## src/rtl/stream_arbiter_2_1_if.sv

```systemverilog
// Interface for stream_arbiter_2_1: two source streams, one merged output stream, and the select.
// slave = arbiter view (sources in, merged stream out); master = the environment around it.
// Data width is set by WIDTH and must match the arbiter's WIDTH.
interface stream_arbiter_2_1_if #(
  parameter int WIDTH = 8
);
  logic [WIDTH-1:0] i0_data;
  logic             i0_last;
  logic             i0_valid;
  logic             i0_ready;
  logic [WIDTH-1:0] i1_data;
  logic             i1_last;
  logic             i1_valid;
  logic             i1_ready;
  logic [WIDTH-1:0] y_data;
  logic             y_last;
  logic             y_valid;
  logic             y_ready;
  logic             s0;

  modport slave (
    input  i0_data, i0_last, i0_valid,
    output i0_ready,
    input  i1_data, i1_last, i1_valid,
    output i1_ready,
    output y_data, y_last, y_valid, s0,
    input  y_ready
  );

  modport master (
    output i0_data, i0_last, i0_valid,
    input  i0_ready,
    output i1_data, i1_last, i1_valid,
    input  i1_ready,
    input  y_data, y_last, y_valid, s0,
    output y_ready
  );
endinterface

```

## src/rtl/stream_arbiter_2_1.sv

```systemverilog
// Purpose: two-source round-robin stream arbiter with a registered output beat and select (s0).
// Latency: 1 cycle from source accept to y_valid; one beat per cycle while y_ready stays high.
// Backpressure: y_ready low with y_valid high drops both source readies. Macro PACKET_LOCK_EN keeps packets contiguous.
module stream_arbiter_2_1 #(
  parameter int WIDTH = 8
) (
  input  logic                clk,
  input  logic                rst,
  stream_arbiter_2_1_if.slave bus
);

  logic [WIDTH-1:0] r_y_data;
  logic             r_y_last;
  logic             r_y_valid;
  logic             r_s0;
  logic             r_prio;

  logic             w_load;
  logic             w_gnt_vld;
  logic             w_gnt_side;
  logic             w_acc;
  logic             w_acc_last;
  logic [WIDTH-1:0] w_acc_data;
  logic             w_prio_upd;

`ifdef PACKET_LOCK_EN
  logic r_lock;
  logic r_lock_side;
`endif

  // The output register can take a new beat when empty or draining this cycle.
  assign w_load = ~r_y_valid | bus.y_ready;

  // Grant: single valid source wins, both valid use prio; an open packet overrides everything.
  always_comb begin
    w_gnt_vld  = 1'b0;
    w_gnt_side = 1'b0;
    if (bus.i0_valid && bus.i1_valid) begin
      w_gnt_vld  = 1'b1;
      w_gnt_side = r_prio;
    end else if (bus.i0_valid) begin
      w_gnt_vld  = 1'b1;
      w_gnt_side = 1'b0;
    end else if (bus.i1_valid) begin
      w_gnt_vld  = 1'b1;
      w_gnt_side = 1'b1;
    end
`ifdef PACKET_LOCK_EN
    if (r_lock) begin
      w_gnt_vld  = 1'b1;
      w_gnt_side = r_lock_side;
    end
`endif
  end

  // Readies are held low during reset so no source ever sees an accept then.
  assign bus.i0_ready = ~rst & w_load & w_gnt_vld & ~w_gnt_side;
  assign bus.i1_ready = ~rst & w_load & w_gnt_vld &  w_gnt_side;

  assign w_acc      = (bus.i0_ready & bus.i0_valid) | (bus.i1_ready & bus.i1_valid);
  assign w_acc_data = w_gnt_side ? bus.i1_data : bus.i0_data;
  assign w_acc_last = w_gnt_side ? bus.i1_last : bus.i0_last;

`ifdef PACKET_LOCK_EN
  // Priority only rotates at packet boundaries so packets never interleave.
  assign w_prio_upd = w_acc & w_acc_last;
`else
  assign w_prio_upd = w_acc;
`endif

  // Output beat register: fill on accept, otherwise empty when the downstream takes it.
  always_ff @(posedge clk or posedge rst) begin
    if (rst) begin
      r_y_data  <= '0;
      r_y_last  <= 1'b0;
      r_s0      <= 1'b0;
      r_y_valid <= 1'b0;
    end else if (w_acc) begin
      r_y_data  <= w_acc_data;
      r_y_last  <= w_acc_last;
      r_s0      <= w_gnt_side;
      r_y_valid <= 1'b1;
    end else if (bus.y_ready) begin
      r_y_valid <= 1'b0;
    end
  end

  // Round-robin pointer: favour the side that was not just served.
  always_ff @(posedge clk or posedge rst) begin
    if (rst) begin
      r_prio <= 1'b0;
    end else if (w_prio_upd) begin
      r_prio <= ~w_gnt_side;
    end
  end

`ifdef PACKET_LOCK_EN
  // Packet lock: a non-last beat opens a packet on its side, a last beat closes it.
  always_ff @(posedge clk or posedge rst) begin
    if (rst) begin
      r_lock      <= 1'b0;
      r_lock_side <= 1'b0;
    end else if (w_acc) begin
      r_lock      <= ~w_acc_last;
      r_lock_side <= w_gnt_side;
    end
  end
`endif

  assign bus.y_data  = r_y_data;
  assign bus.y_last  = r_y_last;
  assign bus.y_valid = r_y_valid;
  assign bus.s0      = r_s0;

endmodule

```

## src/flat_wrapper.sv

```systemverilog
// flat-port wrapper written by rule: the top's interface ports become plain ports
module stream_arbiter_2_1_flat 
#(
  parameter int WIDTH = 8
)
  (clk, rst, bus_i0_data, bus_i0_last, bus_i0_valid, bus_i0_ready, bus_i1_data, bus_i1_last, bus_i1_valid, bus_i1_ready, bus_y_data, bus_y_last, bus_y_valid, bus_s0, bus_y_ready);
  stream_arbiter_2_1_if #(.WIDTH(WIDTH)) bus_i ();
  input  logic clk;
  input  logic rst;
  input wire logic [$bits(bus_i.i0_data)-1:0] bus_i0_data;
  input wire logic [$bits(bus_i.i0_last)-1:0] bus_i0_last;
  input wire logic [$bits(bus_i.i0_valid)-1:0] bus_i0_valid;
  output wire logic [$bits(bus_i.i0_ready)-1:0] bus_i0_ready;
  input wire logic [$bits(bus_i.i1_data)-1:0] bus_i1_data;
  input wire logic [$bits(bus_i.i1_last)-1:0] bus_i1_last;
  input wire logic [$bits(bus_i.i1_valid)-1:0] bus_i1_valid;
  output wire logic [$bits(bus_i.i1_ready)-1:0] bus_i1_ready;
  output wire logic [$bits(bus_i.y_data)-1:0] bus_y_data;
  output wire logic [$bits(bus_i.y_last)-1:0] bus_y_last;
  output wire logic [$bits(bus_i.y_valid)-1:0] bus_y_valid;
  output wire logic [$bits(bus_i.s0)-1:0] bus_s0;
  input wire logic [$bits(bus_i.y_ready)-1:0] bus_y_ready;
  assign bus_i.i0_data = bus_i0_data;
  assign bus_i.i0_last = bus_i0_last;
  assign bus_i.i0_valid = bus_i0_valid;
  assign bus_i0_ready = bus_i.i0_ready;
  assign bus_i.i1_data = bus_i1_data;
  assign bus_i.i1_last = bus_i1_last;
  assign bus_i.i1_valid = bus_i1_valid;
  assign bus_i1_ready = bus_i.i1_ready;
  assign bus_y_data = bus_i.y_data;
  assign bus_y_last = bus_i.y_last;
  assign bus_y_valid = bus_i.y_valid;
  assign bus_s0 = bus_i.s0;
  assign bus_i.y_ready = bus_y_ready;
  stream_arbiter_2_1 #(.WIDTH(WIDTH)) u_core (.clk(clk), .rst(rst), .bus(bus_i));
endmodule
```

## config.mk

```make
export PLATFORM = sky130hd
export DESIGN_NAME = stream_arbiter_2_1_flat
export DESIGN_NICKNAME = d
export VERILOG_FILES = /design/src/rtl/stream_arbiter_2_1_if.sv /design/src/rtl/stream_arbiter_2_1.sv /design/src/flat_wrapper.sv
export SDC_FILE = /design/constraint.sdc
export NUM_CORES = 1
export LEC_CHECK = 0
export BUFFER_PORTS_ARGS = -buffer_cell sky130_fd_sc_hd__buf_4
export CORE_UTILIZATION = 27
export DETAILED_ROUTE_END_ITERATION = 12
export SLEW_MARGIN = 20
export SYNTH_ARGS = -nofsm -noshare
export SYNTH_HDL_FRONTEND = slang
export SYNTH_SLANG_ARGS = --single-unit
```

## constraint.sdc

```tcl
create_clock -name clk -period 2.69 [get_ports clk]
set_input_delay 0.1345 -clock clk [delete_from_list [all_inputs] [get_ports clk]]
set_output_delay 0.1345 -clock clk [all_outputs]
set_load 0.02 [all_outputs]
```

==> run_results.csv <==
group,metric,value,unit
status,outcome,"completed",
sta,rsz0062_at_grt,"false",
synth,syn_avg_cell_area,9.35,um2
clock_tree,cts-resized-gates,0,
synth,synth_most_common_cell,"dfrtp_1",
sta,setup_ws,952,ps
synth,postSynthCellCount,70,
sta,slew_violations,0,
sta,post-route-min-period,1740,ps
min_path,min_from,"bus_i0_data[0]",
synth,synthTopCellsByArea,"dfrtp_1 (46%), nand3b_1 (10%), a31oi_1 (8.6%), a21oi_1 (8.4%), o21ai_0 (6.9%)",
job,cap_violations,0,
pwr,pwr-share-comb,0.351,
synth,ys_warn_count,0,
route,avgViaCountPerCell,4.99,
worst_setup_path,r2r-start,"u_core.bus.y_valid",
layout,drive_gt1_frac,0.413,
global_routing,grt_pass1_wl,2680,um
placed_design,pre_cts_slack,1230,ps
die,num_io_pins,36,
synth,netlist_area,654,um2
die,initial_core_util,0.290,
pwr,vdd_drop_max,222,uV
synth,synth_cell_types,18,
placed_design,globalplace.congestion,0.744,
pwr,p_clk_frac,0.248,
global_routing,grt_max_degree,21,
pwr,intPower,394,uW
layout,nNetsFinal,128,
sta,worstMarginPinSlew,468,ps
route,routedWlPerCell,13.0,um
clock_tree,cts_buffer_depth,2,
synth,synth_top_cells_by_count,"dfrtp_1 (12), a21oi_1 (11), a31oi_1 (9), nand3b_1 (9), o21ai_0 (9)",
worst_setup_path,worstSetupEndpointType,"output port",
worst_setup_path,arrival,1600,ps
sta,setup_tns,0,ps
synth,syn_nets,93,
worst_setup_path,crit_start,"rst",
synth,yosysTopAreaCell,"dfrtp_1",
min_path,hp-class,"primary input to flip-flop",
placed_design,io_buffers,35,
worst_setup_path,worstPathRequired,2560,ps
sta,hold_violations,0,
die,fp.dieH,51.2,um
synth,ys.flop_type,"dfrtp_1",
synth,seq_area_frac_synth,0.459,
worst_setup_path,crit_type,"primary input to output port",
clock_tree,htreeDepth,1,
worst_setup_path,crit_fanout,13,
global_routing,grt.overflow.total,0,
pwr,power_density,608,mW/mm2
global_routing,grt_use_total,0.141,
die,rows,17,
sta,relSlewSlack,0.688,
route,post-route-drc-count,0,
worst_setup_path,startpoint_type,"primary input",
die,core_area,0.00225,mm2
synth,synth_edf_count,0,
layout,area_delta_synth_final,46.7,%
layout,fin_area,960,um2
clock_tree,tritoncts,"built",
sta,setup_violations,0,
clock_tree,clkLatencyLatePin,270,ps
global_routing,grt_antenna_before_repair,0,
route,drtIter0Drc,8,
pwr,power.leakage,0.000435,uW
route,vias,659,
sta,fmax,575,MHz
layout,antenna-diode-count,0,
route,first_pass_iters,4,
route,ant_nets,0,
route,routed_wl,1720,um
sta,fin_skew,0.359,ps
placed_design,dpl_cell_area,913,um2
global_routing,grt_pass1_vias,592,
clock_tree,cts_buffers,3,
pwr,p_total,584,uW
clock_tree,holdBufCountCts,1,
pwr,power.share.switching,0.324,
die,die_x,51.2,um
clock_tree,path_clk_slew,80,ps
pwr,seq_power_share,0.400,
synth,synth_top_area_frac,0.459,
pwr,power.switching,189,uW
synth,ys_ff_latch,12,
clock_tree,clockRootBuffer,"clkbuf_4",
clock_tree,clkSinkCount,12,
placed_design,dp_hpwl,1330,um
worst_setup_path,r2r_slack,1220,ps
die,die_area,0.00262,mm2
layout,fillers,257,
clock_tree,post-cts-setup-buffers,0,
synth,async_flop_share,1.00,
sta,final.period_utilization,0.646,
-- stage by stage --
stage	hold slack, ps	utilization	instances
4_1_cts	137	0.426	132
3_5_place_dp	192	0.405	127
5_1_grt	139	0.426	132
2_1_floorplan	-0.801	-	70
3_3_place_gp	179	0.405	127
6_report	141	0.426	132
-- power by group through the flow --
stage                     logic [uW]  clock network (uW)  registers (uW)
after global placement           203                   0             236
after global routing             222                 157             238
final                            205                 145             234
after detailed placement         207                   0             239
after CTS                        209                 148             235
after floorplan                 80.3                   0             272
-- state kept, by name, summed over array words and instances (netlist names) --
register            count
u_core.r_prio           1
u_core.bus.y_data       8
u_core.bus.y_valid      1
u_core.bus.y_last       1
u_core.bus.s0           1
-- worst paths after layout --
check | endpoint | cells after the start
worst max-delay path | bus_i1_ready | 6
worst min-delay path | u_core.bus.y_data[0] | 3
worst max register to register | u_core.bus.s0 | 3
worst min register to register | u_core.bus.s0 | 1
max in group asynchronous | u_core.bus.y_data[2] | 3
min in group asynchronous | u_core.bus.y_last | 3
-- worst max-delay path, cell delays in order --
cell	delay [ps]
dlygate4sd3_1	540
buf_4	140
o21ba_4	310
nand2_1	90
nor3_1	220
buf_4	180
-- cell families (layout without fill, tap and decap cells) --
group	after synthesis	after routing	synth area share
multiplexers	1	1	0.0229
buffers and inverters	10	44	0.0879
AO/OA/AOI/OAI	30	30	0.264
AND/OR/NAND/NOR	17	17	0.166
flip-flops	12	12	0.459
-- per-layer routing --
metal,vias up,routed length (um),GRT usage
met5,-,0,0
met4,0,12,0.0405
met3,3,99,0.0476
met2,23,913,0.257
met1,313,697,0.152
li1,320,-,-
-- layout by cell type, fill, tap and decap left out, drive strengths merged, types with 2 or more instances in the layout --
cell,synthesis,layout
buf,6,36
clkbuf,1,4
o21ai,9,9
a21oi,11,11
nor2,2,2
dfrtp,12,12
nand3b,9,9
a31oi,9,9
nand2,2,2
inv,3,3
-- layout make-up --
| type | instances | area (um2) | share of cell area |
|---|---|---|---|
| Tap cell | 28 | 35.0 | 0.0365 |
| Clock buffer | 4 | 36.3 | 0.0378 |
| Timing Repair Buffer | 37 | 280 | 0.292 |
| Multi-Input combinational cell | 48 | 297 | 0.309 |
| Sequential cell | 12 | 300 | 0.313 |
| Inverter | 3 | 11.3 | 0.0117 |
(Power assumes the default switching activity.)
